<file path="config.mk">
export PLATFORM = sky130hd
export DESIGN_NAME = line_fetcher_flat
export DESIGN_NICKNAME = d
export VERILOG_FILES = /design/src/rtl/line_fetcher_pkg.sv /design/src/rtl/line_fetcher_if.sv /design/src/rtl/line_fetcher_line_buffer_ram.sv /design/src/rtl/line_fetcher.sv /design/src/flat_wrapper.sv
export SDC_FILE = /design/constraint.sdc
export NUM_CORES = 2
export LEC_CHECK = 0
export ABC_CLOCK_PERIOD_IN_PS = 5700
export BUFFER_PORTS_ARGS = -buffer_cell sky130_fd_sc_hd__buf_2
export CELL_PAD_IN_SITES_DETAIL_PLACEMENT = 1
export CELL_PAD_IN_SITES_GLOBAL_PLACEMENT = 2
export CORE_ASPECT_RATIO = 0.8
export CORE_MARGIN = 10
export CORE_UTILIZATION = 29
export CTS_CLUSTER_DIAMETER = 200
export DETAILED_ROUTE_END_ITERATION = 12
export HOLD_SLACK_MARGIN = 0.03
export PLACE_DENSITY = 0.51
export SLEW_MARGIN = 20
export SYNTH_ARGS = -nofsm -noshare
export SYNTH_HDL_FRONTEND = slang
export SYNTH_HIERARCHICAL = 1
export SYNTH_SLANG_ARGS = --single-unit
</file>
<file path="constraint.sdc">
create_clock -name clk_12_5875 -period 5.7 [get_ports clk_12_5875]
set_input_delay 0.57 -clock clk_12_5875 [delete_from_list [all_inputs] [get_ports clk_12_5875]]
set_output_delay 0.57 -clock clk_12_5875 [all_outputs]
set_load 0.1 [all_outputs]
</file>
<file path="src/rtl/line_fetcher_pkg.sv">
// Shared types and constants for the scan-doubling line fetcher.
package gpu_pkg;

    localparam int GAME_W   = 256;
    localparam int GAME_H   = 240;
    localparam int H_OFFSET = 32;

    localparam logic [9:0] H_LAST      = 10'd399;
    localparam logic [9:0] V_LAST      = 10'd524;
    localparam logic [9:0] V_FETCH_MAX = 10'd477;

    typedef struct packed {
        logic [1:0] r;
        logic [1:0] g;
        logic [1:0] b;
    } rgb6_t;

    typedef enum logic [1:0] {
        IDLE,
        FETCH,
        DONE
    } fetch_state_e;

    function automatic rgb6_t dim(input rgb6_t c);
        return rgb6_t'({1'b0, c.r[1], 1'b0, c.g[1], 1'b0, c.b[1]});
    endfunction

endpackage

</file>
<file path="src/rtl/line_fetcher_if.sv">
// Timing-in, VRAM read bus and pixel-out bundle for line_fetcher.
interface line_fetcher_if;

    logic [9:0]  hcounter_i;
    logic [9:0]  vcounter_i;
    logic        visible_i;
    logic        hsync_i;
    logic        vsync_i;
    logic [15:0] vram_addr_o;
    logic        vram_rd_o;
    logic [7:0]  vram_data_i;
    logic [1:0]  r_o;
    logic [1:0]  g_o;
    logic [1:0]  b_o;
    logic        hsync_o;
    logic        vsync_o;

    modport slave (
        input  hcounter_i, vcounter_i, visible_i, hsync_i, vsync_i,
        input  vram_data_i,
        output vram_addr_o, vram_rd_o,
        output r_o, g_o, b_o, hsync_o, vsync_o
    );

    modport master (
        output hcounter_i, vcounter_i, visible_i, hsync_i, vsync_i,
        output vram_data_i,
        input  vram_addr_o, vram_rd_o,
        input  r_o, g_o, b_o, hsync_o, vsync_o
    );

endinterface

</file>
<file path="src/rtl/line_fetcher_line_buffer_ram.sv">
// 256x6 line buffer: one write port, one registered read port.
module line_buffer_ram
    import gpu_pkg::*;
(
    input  logic       clk_12_5875,
    input  logic       we_i,
    input  logic [7:0] waddr_i,
    input  rgb6_t      wdata_i,
    input  logic [7:0] raddr_i,
    output rgb6_t      rdata_o
);

    rgb6_t mem [GAME_W];
    rgb6_t rdata_q;

    always_ff @(posedge clk_12_5875) begin
        if (we_i) begin
            mem[waddr_i] <= wdata_i;
        end
        rdata_q <= mem[raddr_i];
    end

    assign rdata_o = rdata_q;

endmodule

</file>
<file path="src/rtl/line_fetcher.sv">
// Fetches one game line per VGA line pair into a back buffer and scans the
// front buffer out. Optional odd-line dimming with SCANLINE_DIM_EN.
module line_fetcher
    import gpu_pkg::*;
(
    input  logic          clk_12_5875,
    input  logic          rst,
    line_fetcher_if.slave bus
);

    fetch_state_e state_q, state_d;
    logic [8:0]   cnt_q, cnt_d;
    logic [7:0]   line_q, line_d;
    logic         front_q, front_d;

    logic         qualify;
    logic         rd;
    logic         wr_q;
    logic [7:0]   waddr_q;
    rgb6_t        wdata;
    logic         unused_data;

    logic         in_win;
    logic [7:0]   raddr;
    rgb6_t        rdata0, rdata1;
    logic         in_q, sel_q, hs1_q, vs1_q;
    rgb6_t        pix_q, pix_d;
    logic         hs2_q, vs2_q;

    assign qualify = (bus.hcounter_i == '0)
                   && ((bus.vcounter_i[0] && bus.vcounter_i <= V_FETCH_MAX)
                       || bus.vcounter_i == V_LAST);

    always_ff @(posedge clk_12_5875) begin
        if (rst) begin
            state_q <= IDLE;
            cnt_q   <= '0;
            line_q  <= '0;
            front_q <= 1'b0;
        end else begin
            state_q <= state_d;
            cnt_q   <= cnt_d;
            line_q  <= line_d;
            front_q <= front_d;
        end
    end

    always_comb begin
        state_d = state_q;
        cnt_d   = cnt_q;
        line_d  = line_q;
        front_d = front_q;
        unique case (state_q)
            IDLE: begin
                if (qualify) begin
                    state_d = FETCH;
                    cnt_d   = '0;
                    // odd line v fetches (v+1)/2; the last line wraps to 0
                    line_d  = (bus.vcounter_i == V_LAST) ? 8'd0
                            : bus.vcounter_i[8:1] + 8'd1;
                end
            end
            FETCH: begin
                if (cnt_q == 9'(GAME_W)) begin
                    state_d = DONE;
                end else begin
                    cnt_d = cnt_q + 9'd1;
                end
            end
            DONE: begin
                if (bus.hcounter_i == H_LAST) begin
                    state_d = IDLE;
                    front_d = ~front_q;
                end
            end
            default: state_d = IDLE;
        endcase
    end

    assign rd              = (state_q == FETCH) && !cnt_q[8];
    assign bus.vram_rd_o   = rd;
    assign bus.vram_addr_o = rd ? {line_q, cnt_q[7:0]} : '0;

    always_ff @(posedge clk_12_5875) begin
        if (rst) begin
            wr_q    <= 1'b0;
            waddr_q <= '0;
        end else begin
            wr_q    <= rd;
            waddr_q <= cnt_q[7:0];
        end
    end

    assign wdata       = rgb6_t'(bus.vram_data_i[5:0]);
    assign unused_data = ^bus.vram_data_i[7:6];

    assign in_win = bus.visible_i
                  && bus.hcounter_i >= 10'(H_OFFSET)
                  && bus.hcounter_i <= 10'(H_OFFSET + GAME_W - 1);
    assign raddr  = bus.hcounter_i[7:0] - 8'(H_OFFSET);

    // back buffer is the one not selected by front_q
    line_buffer_ram u_buf0 (
        .clk_12_5875 (clk_12_5875),
        .we_i        (wr_q && front_q),
        .waddr_i     (waddr_q),
        .wdata_i     (wdata),
        .raddr_i     (raddr),
        .rdata_o     (rdata0)
    );

    line_buffer_ram u_buf1 (
        .clk_12_5875 (clk_12_5875),
        .we_i        (wr_q && !front_q),
        .waddr_i     (waddr_q),
        .wdata_i     (wdata),
        .raddr_i     (raddr),
        .rdata_o     (rdata1)
    );

`ifdef SCANLINE_DIM_EN
    logic odd_q;

    always_ff @(posedge clk_12_5875) begin
        if (rst) begin
            odd_q <= 1'b0;
        end else begin
            odd_q <= bus.vcounter_i[0];
        end
    end
`endif

    always_ff @(posedge clk_12_5875) begin
        if (rst) begin
            in_q  <= 1'b0;
            sel_q <= 1'b0;
            hs1_q <= 1'b1;
            vs1_q <= 1'b1;
            pix_q <= '0;
            hs2_q <= 1'b1;
            vs2_q <= 1'b1;
        end else begin
            in_q  <= in_win;
            sel_q <= front_q;
            hs1_q <= bus.hsync_i;
            vs1_q <= bus.vsync_i;
            pix_q <= pix_d;
            hs2_q <= hs1_q;
            vs2_q <= vs1_q;
        end
    end

    always_comb begin
        pix_d = sel_q ? rdata1 : rdata0;
        if (!in_q) begin
            pix_d = '0;
        end
`ifdef SCANLINE_DIM_EN
        if (odd_q) begin
            pix_d = dim(pix_d);
        end
`endif
    end

    assign bus.r_o     = pix_q.r;
    assign bus.g_o     = pix_q.g;
    assign bus.b_o     = pix_q.b;
    assign bus.hsync_o = hs2_q;
    assign bus.vsync_o = vs2_q;

endmodule

</file>
<file path="src/flat_wrapper.sv">
// flat-port wrapper written by rule: the top's interface ports become plain ports
module line_fetcher_flat import gpu_pkg::*;
  (clk_12_5875, rst, bus_hcounter_i, bus_vcounter_i, bus_visible_i, bus_hsync_i, bus_vsync_i, bus_vram_data_i, bus_vram_addr_o, bus_vram_rd_o, bus_r_o, bus_g_o, bus_b_o, bus_hsync_o, bus_vsync_o);
  line_fetcher_if bus_i ();
  input  logic clk_12_5875;
  input  logic rst;
  input wire logic [$bits(bus_i.hcounter_i)-1:0] bus_hcounter_i;
  input wire logic [$bits(bus_i.vcounter_i)-1:0] bus_vcounter_i;
  input wire logic [$bits(bus_i.visible_i)-1:0] bus_visible_i;
  input wire logic [$bits(bus_i.hsync_i)-1:0] bus_hsync_i;
  input wire logic [$bits(bus_i.vsync_i)-1:0] bus_vsync_i;
  input wire logic [$bits(bus_i.vram_data_i)-1:0] bus_vram_data_i;
  output wire logic [$bits(bus_i.vram_addr_o)-1:0] bus_vram_addr_o;
  output wire logic [$bits(bus_i.vram_rd_o)-1:0] bus_vram_rd_o;
  output wire logic [$bits(bus_i.r_o)-1:0] bus_r_o;
  output wire logic [$bits(bus_i.g_o)-1:0] bus_g_o;
  output wire logic [$bits(bus_i.b_o)-1:0] bus_b_o;
  output wire logic [$bits(bus_i.hsync_o)-1:0] bus_hsync_o;
  output wire logic [$bits(bus_i.vsync_o)-1:0] bus_vsync_o;
  assign bus_i.hcounter_i = bus_hcounter_i;
  assign bus_i.vcounter_i = bus_vcounter_i;
  assign bus_i.visible_i = bus_visible_i;
  assign bus_i.hsync_i = bus_hsync_i;
  assign bus_i.vsync_i = bus_vsync_i;
  assign bus_i.vram_data_i = bus_vram_data_i;
  assign bus_vram_addr_o = bus_i.vram_addr_o;
  assign bus_vram_rd_o = bus_i.vram_rd_o;
  assign bus_r_o = bus_i.r_o;
  assign bus_g_o = bus_i.g_o;
  assign bus_b_o = bus_i.b_o;
  assign bus_hsync_o = bus_i.hsync_o;
  assign bus_vsync_o = bus_i.vsync_o;
  line_fetcher u_core (.clk_12_5875(clk_12_5875), .rst(rst), .bus(bus_i));
endmodule
</file>
# --- Yosys cells after proc, flatten, opt, wreduce, memory -nomap -nowiden ---
# Memories as Yosys holds them, arrays and structs flattened. A register that Yosys moved wholly into a read port is not among the register bits.
# Index checks and enable logic that the tools add are counted.
word_totals:
  ff_bits: 41
  latch_bits: 0
  ramBits: 3072
  romBits: 0
  inputBits: 33
  out_inout_bits: 25
  elab_cells: 66
  mem_count: 2
classes:
  addsub: 3
  mul: 0
  div: 0
  order_cmp: 3
  n_eq_ne: 9
  shift: 0
  muxes: 14
  bitwise_logic: 2
  n_reduce_logical: 18
mem_list:
  columns: ["name", "words", "word_bits", "read_ports", "rd_ports_with_merged_regs", "write_ports", "line_no", "source"]
  rows:
  - ["u_core.u_buf0.mem", 256, 6, 1, 1, 1, "line_fetcher_line_buffer_ram.sv:13", "rgb6_t mem [GAME_W];"]
  - ["u_core.u_buf1.mem", 256, 6, 1, 1, 1, "line_fetcher_line_buffer_ram.sv:13", null]
ops:
  columns: ["op", "n"]
  rows:
  - ["$le 10x9->1 const B", 2]
  - ["$mux 9", 2]
  - ["$pmux 9 s2", 1]
  - ["$mux 16", 1]
  - ["$eq 10x10->1 const B", 1]
  - ["$eq 10x9->1 const B", 1]
  - ["$ge 10x6->1 const B", 1]
  - ["$logic_not 10->1", 1]
  - ["$add 9x1->9 const B", 1]
  - ["$eq 9x9->1 const B", 1]
  - ["$add 8x1->8 const B", 1]
  - ["$mux 8", 1]
  - ["$sub 8x6->8 const B", 1]
  - ["$logic_and 1x1->1", 7]
  - ["$mux 2", 3]
  - ["$mux 6", 1]
  - ["$ne 2x1->1 const B", 3]
  - ["$pmux 2 s3", 1]
  - ["$reduce_and 3->1", 2]
  - ["$mux 1", 4]
  - ["$reduce_and 2->1", 2]
  - ["$eq 2x1->1 const B", 1]
  - ["$eq 2x2->1 const B", 1]
  - ["$logic_not 1->1", 2]
  - ["6 further kinds", 7]

# --- Longest topological paths before layout ---
depth:
  ltp_word: 6
  ltp_mapped: 12
  mapped_depth_nobuf: 9

# --- Cells and area by module ---
# Netlist, hierarchy kept.
by_module_without_submodules:
  columns: ["module", "n_inst", "cells_per_inst", "area_per_inst_um2", "seq_area_each_um2"]
  rows:
  - ["line_buffer_ram", 2, 2964, 60073.9, 46244.4]
  - ["line_fetcher", 1, 225, 1945.6, 820.8]

# --- Least setup slack after synthesis ---
# OpenSTA, ideal clock, no wires.
synth_path:
  kind: "reg-to-output"
  startpoint: "reg u_core.state_q[1]"
  endpoint: "out bus_vram_addr_o[0]"
  t_arrival_ns: 2.759
  required_ns: 5.130
  setup_slack_ns: 2.371
  path_stages_with_launch: 4
  path_buffers: 1
  path_cell_list: "dfxtp_1 nand2b_1 clkbuf_1 nor3_1"
synth_between:
  elab_chain_len: 3
synth_lines:
  columns: ["item", "line_no", "source"]
  rows:
  - ["from (decl)", "line_fetcher.sv:11", "fetch_state_e state_q, state_d;"]
  - ["from (signal assigned)", "line_fetcher.sv:41", "state_q <= state_d;"]
  - ["$eq 2x1->1", "line_fetcher.sv:80", "assign rd = (state_q == FETCH) && !cnt_q[8];"]
  - ["$logic_and 1x1->1", "line_fetcher.sv:80", null]
  - ["$mux 16", "line_fetcher.sv:82", "assign bus.vram_addr_o = rd ? {line_q, cnt_q[7:0]} : '0;"]
  - ["to (decl)", "flat_wrapper.sv:13", "output wire logic [$bits(bus_i.vram_addr_o)-1:0] bus_vram_addr_o;"]
# No other way between the ends.

# --- Worst setup path in the final report ---
layout_path:
  startpoint: "reg u_core.waddr_q[2]"
  endpoint: "mem u_core/u_buf0/mem[230][5] (netlist bit) (enable)"
layout_lines:
  columns: ["item", "line_no", "source"]
  rows:
  - ["from (decl)", "line_fetcher.sv:19", "logic [7:0] waddr_q;"]
  - ["from (signal assigned)", "line_fetcher.sv:90", "waddr_q <= cnt_q[7:0];"]
  - ["to (decl)", "line_fetcher_line_buffer_ram.sv:13", null]
# Straight into the memory's write port.

==> flow_summary.yaml <==
logic_synthesis:
  ys_ff_latch: 3125
  synth_cells: 6153
  syn_area_sq_um: 122000
  synth_ff_type: "edfxtp_1"
  synth_top_cell_by_area: "edfxtp_1"
  synth.area.top_cells: "edfxtp_1, mux4_2, mux2i_1"
  synth_nets: 6190
  avgSynthCellArea_sq_um: 19.8
  synth_edf_count: 3072
  synth.distinct_cells: 65
  synth_top_area_share_pct: 75.6
  ys_seq_area_share_pct: 76.4
  synth.most_common_cell: "edfxtp_1"
  async_flop_share_pct: 0
  synthTopCellsByCount: "edfxtp_1, mux4_2, nor2_1"
  yosysWarnings: 6
setup_path:
  critPathLaunchType: "register"
  crit_type: "register to register"
  regToRegEndpoint: "u_core/u_buf0/mem[230][5]"
  r2r-start: "u_core/waddr_q[2]"
  critPathCaptureType: "register"
  cp.arrival_ns: 4.70
  cp_slowest_cell: "dfxtp_1"
  path_cells: "nor2b_1 > nand3_1 > buf_4 > nor2_1"
  critPathMaxStageDelay_ns: 0.95
  r2r_cells: 4
  path_max_fanout: 20
  cp.required_ns: 6.24
  r2r_setup_slack_ns: 1.54
power_and_ir_drop:
  switching_share_pct: 21.8
  power.total_mw: 49.6
  p_int_mw: 38.8
  power.switching_mw: 10.8
  pwr-share-comb_pct: 4.8
  seq_power_share_pct: 51.0
  powerDensity_nw_per_um2: 352
  ir_worst_vdd_v: 0.000226
  leakage_nw: 42.9
  p_clk_share_pct: 44.3
cts:
  postCtsSetupRepairBufs: 0
  cts_tree: "done"
  cts_root_buf: "clkbuf_16"
  clockBufferDepth: 4
  clk_latency_ns: 0.93
  numCtsBuffers: 347
  clock_sinks: 3125
  post_cts_resized: 0
  cts-htree-levels: 5
  hold_buffers: 7
  path_clk_slew_ns: 0.06
global_route:
  track_usage_pct: 16.2
  overflow: 0
  grt_pass1_wl_microns: 523000
  grt_max_degree: 184
  grt_pass1_vias: 64900
  antenna_found_initial: 34
sta:
  worstMarginPinSlew_ns: 1.16
  finClkSkew_ns: 0.0398
  hold_viol: 0
  finalCritPeriodShare_pct: 73.0
  fmax_mhz: 240
  slew_headroom_pct: 22.0
  setup_viol: 0
  setup_ws_ns: 1.54
  finalSetupTns_ns: 0
  hold_ws_ns: 0.110
  drv_slew: 0
  period_needed_ns: 4.16
  rsz0062_at_grt: "false"
place:
  place_ws_ns: 1.27
  dp_cells: 11600
  portBuffers: 55
  globalplace.congestion: 0.760
  placed_cell_area_sq_um: 130000
  dp.final_hpwl_microns: 234000
min_path:
  holdPathStages: 1
  min_from: "bus_vram_data_i[4]"
  worst_hold_path_type: "input port to register"
  min_to: "u_core/u_buf1/mem[61][4]"
layout:
  layout.nets: 6432
  nFillCells: 41600
  final_util_pct: 33.5
  final_cell_area_sq_um: 141000
  area_delta_synth_final_pct: 15.4
  drive_gt1_share_pct: 22.3
  final_cells: 12300
drt:
  drt_iter0_markers: 6206
  wl_per_cell_microns: 30.6
  viasPerCell: 5.12
  drt-total-wl_microns: 375000
  ant_nets: 0
  vias: 62800
  drc: 0
  firstDrtPassIters: 5
floorplan:
  start_util_pct: 29.1
  die_width_microns: 745
  rows: 213
  ioPinCount: 58
  dieArea_sq_um: 448000
  die_h_microns: 600
  fp.coreArea_sq_um: 420000
status:
  status: "finished, final reports clean"
job:
  drv_cap: 0
==> layer usage <==
metal  vias to the layer above  part of all wire (%)  global-route usage (%)
met5                         -                     0                       0
met4                         0                   1.8                    3.22
met3                       390                   5.5                    2.26
met2                      1689                    45                    24.5
met1                     34800                    48                    24.8
li1                      25900                     -                       -
==> logic make-up after synthesis <==
family | share of synthesized area (%)
flip-flops | 76.4
AND/OR/NAND/NOR | 3.99
multiplexers | 14.4
AO/OA/AOI/OAI | 3.45
buffers and inverters | 1.61
XOR/XNOR | 0.0430
adder cells (fa/ha/maj) | 0.0410
==> layout make-up <==
cell class,instances,area [sq um],share of cell area (%)
Sequential cell,3125,93300,66.2
Multi-Input combinational cell,2637,27000,19.1
Clock buffer,425,9160,6.50
Tap cell,5590,6990,4.96
Timing Repair Buffer,262,2470,1.75
Clock inverter,202,1890,1.34
Inverter,22,83.8,0.0595
Antenna cell,10,25.0,0.0178
==> cell usage in the layout (no fill, tap or decap), types with 36 or more instances in the layout <==
master	n
edfxtp_1	3072
mux4_2	662
nor2_1	592
clkbuf_16	354
mux2i_1	225
nand2_1	165
buf_4	158
a22oi_1	158
nand3_1	92
a21oi_1	91
clkinv_1	79
o21ai_0	73
clkbuf_1	68
clkinv_2	65
o221ai_1	56
dfxtp_1	53
o22ai_1	47
buf_2	44
nor3_1	44
mux2_2	42
buf_12	41
nor2b_1	37
and2_1	36
==> registers in the layout, summed over array words and instances (netlist names), 2 cells and up <==
name / cells
u_core/u_buf0/mem: 1536
u_core/u_buf1/mem: 1536
u_core/cnt_q: 9
u_core/line_q: 8
u_core/waddr_q: 8
u_core/u_buf0/rdata_o: 6
u_core/u_buf1/rdata_o: 6
u_core/bus.b_o: 2
u_core/bus.g_o: 2
u_core/bus.r_o: 2
u_core/state_q: 2
==> critical path, delay by kind of cell, from the launching register on <==
family        cells  cell delay (ns)
buf+inv           1             0.57
flops             1             0.95
simple gates      3             2.17
==> how the worst max path moves through the flow <==
| stage | start | endpoint | slack, ns | cells past startpoint |
|---|---|---|---|---|
| 3_3_place_gp | bus_hcounter_i[5] | u_core/u_buf0/rdata_o[2] | 1.16 | 11 |
| 4_1_cts | u_core/waddr_q[2] | u_core/u_buf0/mem[230][2] | 1.56 | 4 |
| 5_1_grt | u_core/waddr_q[2] | u_core/u_buf0/mem[118][1] | 1.40 | 4 |
| 6_report | u_core/waddr_q[2] | u_core/u_buf0/mem[230][5] | 1.54 | 4 |
| 3_5_place_dp | bus_hcounter_i[0] | u_core/u_buf0/rdata_o[2] | 1.27 | 9 |
| 2_1_floorplan | u_core/state_q[1] | bus_vram_addr_o[0] | 2.37 | 3 |
==> power by group through the flow <==
stage          clock (mW)  combinational (mW)  sequential [mW]
2_1_floorplan           0                1.15             25.7
3_3_place_gp            0                2.36             25.8
3_5_place_dp            0                2.41             25.8
4_1_cts              22.6                2.41             25.3
5_1_grt              23.5                2.53             25.3
6_report             22.0                2.37             25.3
Power figures use the tool's default switching activity.
